## config.mk

```make
export PLATFORM = sky130hd
export DESIGN_NAME = keypad_timer_decoder
export DESIGN_NICKNAME = d
export VERILOG_FILES = /design/src/rtl/keypad_timer_decoder_pkg.sv /design/src/rtl/keypad_timer_decoder_digit.sv /design/src/rtl/keypad_timer_decoder.sv
export SDC_FILE = /design/constraint.sdc
export NUM_CORES = 1
export LEC_CHECK = 0
export ABC_AREA = 0
export BUFFER_PORTS_ARGS = -buffer_cell sky130_fd_sc_hd__buf_2
export CAP_MARGIN = 20
export CORE_MARGIN = 1
export CORE_UTILIZATION = 35
export DETAILED_ROUTE_END_ITERATION = 7
export PLACE_DENSITY = 0.54
export RECOVER_POWER = 50
export SYNTH_ARGS = -nofsm -noshare
export SYNTH_HDL_FRONTEND = slang
export SYNTH_SLANG_ARGS = --single-unit
```

## constraint.sdc

```tcl
create_clock -name clk -period 2.18 [get_ports clk]
set_input_delay 0.327 -clock clk [delete_from_list [all_inputs] [get_ports clk]]
set_output_delay 0.327 -clock clk [all_outputs]
set_load 0.03 [all_outputs]
```

## src/rtl/keypad_timer_decoder_pkg.sv

```systemverilog
// keypad_timer_decoder_pkg: shared state encodings and BCD limits
package keypad_timer_decoder_pkg;

    typedef enum logic [1:0] {
        ST_IDLE  = 2'd0,
        ST_PAUSE = 2'd1,
        ST_COUNT = 2'd2,
        ST_DONE  = 2'd3
    } state_t;

    localparam logic [3:0] BCD_MAX = 4'd9;

endpackage

```

## src/rtl/keypad_timer_decoder_digit.sv

```systemverilog
// bcd_digit_dec: one BCD digit decrementer; borrows out and loads wrap when it underflows
module bcd_digit_dec (
    input  logic [3:0] d,
    input  logic       bin,
    input  logic [3:0] wrap,
    output logic [3:0] q,
    output logic       bout
);

    // a borrow into a zero digit reloads the wrap value and passes the borrow upward
    always_comb begin
        bout = bin & (d == 4'd0);
        q    = bin ? (bout ? wrap : d - 4'd1) : d;
    end

endmodule

```

## src/rtl/keypad_timer_decoder.sv

```systemverilog
// keypad_timer_decoder: keypad MM:SS entry, 1 Hz countdown and completion flag; LEADING_ZERO_BLANK_EN adds blank[3:0]
module keypad_timer_decoder
    import keypad_timer_decoder_pkg::*;
#(
    parameter logic [3:0] SEC_WRAP_TENS = 4'd5,
    parameter logic [3:0] SEC_WRAP_ONES = 4'd9
) (
    input  logic       clk,
    input  logic       clear,
    input  logic [3:0] bcd_in,
    input  logic       loadn,
    input  logic       pgt_1hz,
    input  logic       startn,
    output logic [3:0] min_tens,
    output logic [3:0] min_ones,
    output logic [3:0] sec_tens,
    output logic [3:0] sec_ones,
    output logic       running,
    output logic       done
`ifdef LEADING_ZERO_BLANK_EN
    ,
    output logic [3:0] blank
`endif
);

    state_t          state_q, state_d;
    logic [3:0][3:0] dig_q, dig_d, dec, wrap;
    logic [4:0]      brw;
    logic            loadn_q, tick_q, key_evt, tick_evt, key_ok;

    assign key_evt  = loadn_q & ~loadn;
    assign tick_evt = ~tick_q & pgt_1hz;
    assign key_ok   = key_evt && (bcd_in <= BCD_MAX) && (state_q == ST_IDLE || state_q == ST_PAUSE);
    assign brw[0]   = 1'b1;
    // seconds-ones reloads 9 on a tens borrow, SEC_WRAP_ONES only when the minutes lend
    assign wrap     = {BCD_MAX, BCD_MAX, SEC_WRAP_TENS, (dig_q[1] == 4'd0) ? SEC_WRAP_ONES : BCD_MAX};

    for (genvar i = 0; i < 4; i++) begin : g_dig
        bcd_digit_dec u_dec (
            .d   (dig_q[i]),
            .bin (brw[i]),
            .wrap(wrap[i]),
            .q   (dec[i]),
            .bout(brw[i+1])
        );
    end

    // brw[4] is the borrow out of the whole chain: set only when the time is 00:00
    // next state and digit updates; an accepted key takes priority over a start in PAUSE
    always_comb begin
        state_d = state_q;
        dig_d   = dig_q;
        case (state_q)
            ST_IDLE, ST_PAUSE: begin
                if (key_ok) begin
                    dig_d   = {dig_q[2:0], bcd_in};
                    state_d = ST_PAUSE;
                end else if (state_q == ST_PAUSE && !startn && !brw[4]) begin
                    state_d = ST_COUNT;
                end
            end
            ST_COUNT: begin
                if (startn) begin
                    state_d = ST_PAUSE;
                end else if (tick_evt) begin
                    dig_d   = dec;
                    state_d = (dec == 16'd0) ? ST_DONE : ST_COUNT;
                end
            end
            ST_DONE: state_d = startn ? ST_IDLE : ST_DONE;
        endcase
    end

    // state, digits and input edge registers
    always_ff @(posedge clk or posedge clear) begin
        if (clear) begin
            state_q <= ST_IDLE;
            dig_q   <= '0;
            loadn_q <= 1'b1;
            tick_q  <= 1'b0;
        end else begin
            state_q <= state_d;
            dig_q   <= dig_d;
            loadn_q <= loadn;
            tick_q  <= pgt_1hz;
        end
    end

    assign {min_tens, min_ones, sec_tens, sec_ones} = dig_q;
    assign running = state_q == ST_COUNT;
    assign done    = state_q == ST_DONE;

`ifdef LEADING_ZERO_BLANK_EN
    logic [3:0] blank_q, blank_d;

    // leading-zero mask computed from the digits being registered so it stays aligned with them
    always_comb begin
        blank_d[3] = dig_d[3] == 4'd0;
        blank_d[2] = blank_d[3] && dig_d[2] == 4'd0;
        blank_d[1] = blank_d[2] && dig_d[1] == 4'd0;
        blank_d[0] = 1'b0;
    end

    // registered blank mask, all-zero time blanks the top three digits
    always_ff @(posedge clk or posedge clear) begin
        if (clear) blank_q <= 4'b1110;
        else       blank_q <= blank_d;
    end

    assign blank = blank_q;
`endif

endmodule

```

==> run metrics <==
Max FO, Critical Path 25; top cell types by occurrence after synthesis nand2_1 (25), dfrtp_1 (19), a21oi_1 (14); maximum buffer depth of the clock tree 2; CTS tree yes; nets about 230; Reg-to-Reg End min_ones[0]$_DFFE_PP0P_; vias 1,454; Synthesis Warnings 0; Worst Skew 4.22 ps; cts hold-fix bufs 0; cell leakage power 0.786 nW; Post-CTS Resized 0; initial DRC count 38; Simple-Gate Fraction of Synth Area roughly 25%; total power about 2.5 mW; Crit path max-delay family buffers and inverters; ant diodes 0; global route total overflow 0; Root Buffer clkbuf_8; Slew @ Worst Pin 807 ps; FMAX 0.483 GHz; CP required 1850 ps; Post-CTS Setup Inserts 0; cells after synthesis 180; top-count cell post-synth nand2_1; Worst setup EP type output port; Final Critical Period about 2100 ps; Final Hold Vio Count 0; mapped cell area 0.00146 sq mm; clock-pin transition on the worst setup and hold timing paths 70 ps; multiplexer area fraction after synthesis 2.06%; initial antenna violation count 0; Core Box Area roughly 0.0040 sq mm; CP endpoint running; R2R Setup Slk 140 ps; Min-Delay Path Class in -> reg; fin crit share 94.9%; origin of the critical flop-to-flop path sec_tens[1]$_DFFE_PP0P_; number of global-route vias before repair roughly 1,400; Max-slew headroom 46.1%; leading area contributor after synthesis dfrtp_1; Total GRT Usage 19.5%; critical path depth in cells 4; cell row count 23; Max IR drop VDD 0.000767 V; Synth Area in Compound Gates ~28%; main area contributors after synthesis dfrtp_1 (33%), nand2_1 (6.4%), a21oi_1 (4.8%); delay of the slowest critical-path stage 430 ps; die height around 67 microns; layout cell share with drive strength beyond 1 between 20% and 30%; mean number of vias per cell 5.57; unrepaired setup endpoints after global routing no; DIE AREA 0.00443 sq mm; outcome finished, final reports clean; DP HPWL 2840 microns; Yosys top cell area share 32.6%; final setup vio count 0; WP buf/inv 3; Pins Over Slew Limit 0; Initial Utilization 36.5%; fillcell total 413; Ports 27; Wirelength per Cell 14.9 microns; Synth cell types 45; # port buffers 26; worst path cell trace nand2b_1, buf_4, inv_1, buf_2; Async SR Flop Fraction 100%; sequential-to-total area share from yosys stat approximately a third; drt drc 0; crit path DAT 1740 ps; Post-Synth Adder-Cell Area 4.28%; final wirelength ~3900 microns; XOR/XNOR Fraction of Synth Area 0%; Post-synth EDFFs 0; Setup TNS 0 ps; Area Overhead vs Synth 21.9%; Pwr Density 1410 mW/mm^2; Top FF cell, synth dfrtp_1; Synth Net Count between 150 and 200; main combinational cell family by area after synthesis compound AO/OA/AOI/OAI gates; first-pass GRT wire length 6540 microns; Yosys reg bits 20; WS Path Type reg -> out; H-tree depth reported by CTS 1; slowest library cell on the worst path dfrtp_1; critical path launch point type flop; Die W between 60 and 70 microns; Setup crit start state_q[1]$_DFFE_PP0P_; number of detailed-route iterations in the first pass 4; gpl congestion 0.792; Max-Cap Viols 0; clk sink count 20; total CTS buffers 3; DRT antenna net count 0; Clk Latency, worst-skew pair 260 ps; largest net degree at the start of global routing 31; Post-Syn Area per Cell 8.11 sq um; depth of the worst register-to-register path 7
[report_power, final]
group | leakage (nW) | total (mW) | switching [mW] | internal [mW]
Combinational | 0.524 | 1.46 | 0.920 | 0.542
Sequential | 0.234 | 0.771 | 0.247 | 0.525
Clock | 0.0288 | 0.286 | 0.125 | 0.161
Total | 0.786 | 2.52 | 1.29 | 1.23
[state kept, by name, summed over array words and instances, names as in the netlist]
signal and cells:
min_ones 4, min_tens 4, tick_q 1, state_q 2, loadn_q 1, sec_ones 4, sec_tens 4
[layout make-up]
class / count / area, sq um / share of cell area (%)
multi-input cells: 136 / 897 / 50.4
inverters: 13 / 48.8 / 2.74
well taps: 50 / 62.6 / 3.51
clock buffers: 4 / 55.1 / 3.09
flip-flops and latches: 20 / 502 / 28.2
repair buffers: 38 / 215 / 12.1
[per-stage QoR]
| stage | hold slack [ps] | area, sq um | setup slack (ps) | instances | util, % |
|---|---|---|---|---|---|
| 6_report | 161 | 1780 | 112 | 261 | 44.5 |
| 5_1_grt | 157 | 1780 | 1.96 | 261 | 44.5 |
| 4_1_cts | 172 | 1760 | 56.5 | 260 | 44.0 |
| 3_5_place_dp | 447 | 1700 | 79.7 | 256 | 42.6 |
| 3_3_place_gp | 444 | 1700 | 74.8 | 256 | 42.6 |
| 2_1_floorplan | 290 | 1460 | 140 | 180 | - |
[layout by cell type (no fill, tap or decap), types with 5 or more instances in the layout]
| cell type | instances |
|---|---|
| a21oi_1 | 14 |
| buf_2 | 19 |
| buf_4 | 11 |
| clkbuf_1 | 7 |
| dfrtp_1 | 19 |
| inv_1 | 13 |
| nand2_1 | 25 |
| nand3_1 | 5 |
| nand4_1 | 6 |
| nor2_1 | 11 |
| o21ai_0 | 13 |
[routing by layer]
layer | track usage [%] | vias to the layer above | routed length [microns]
li1 | - | 725 | -
met1 | 25.7 | 706 | 1850
met2 | 32.6 | 21 | 1900
met3 | 4.11 | 2 | 124
met4 | 4.26 | 0 | 25
met5 | 0 | - | 0
[logic make-up after synthesis]
family                   count (synthesis)
AO/OA/AOI/OAI                           60
multiplexers                             3
flip-flops                              20
buffers and inverters                   24
adder cells (fa/ha/maj)                  5
AND/OR/NAND/NOR                         68
[worst min path at each step]
stage	start	endpoint	slack, ps	cells past startpoint
2_1_floorplan	clear	min_ones[0]$_DFFE_PP0P_	290	1
3_3_place_gp	loadn	loadn_q$_DFF_PP1_	440	1
3_5_place_dp	loadn	loadn_q$_DFF_PP1_	450	1
4_1_cts	loadn	loadn_q$_DFF_PP1_	170	1
5_1_grt	loadn	loadn_q$_DFF_PP1_	160	1
6_report	loadn	loadn_q$_DFF_PP1_	160	1
Note: power is estimated with default switching activity, not from simulation.
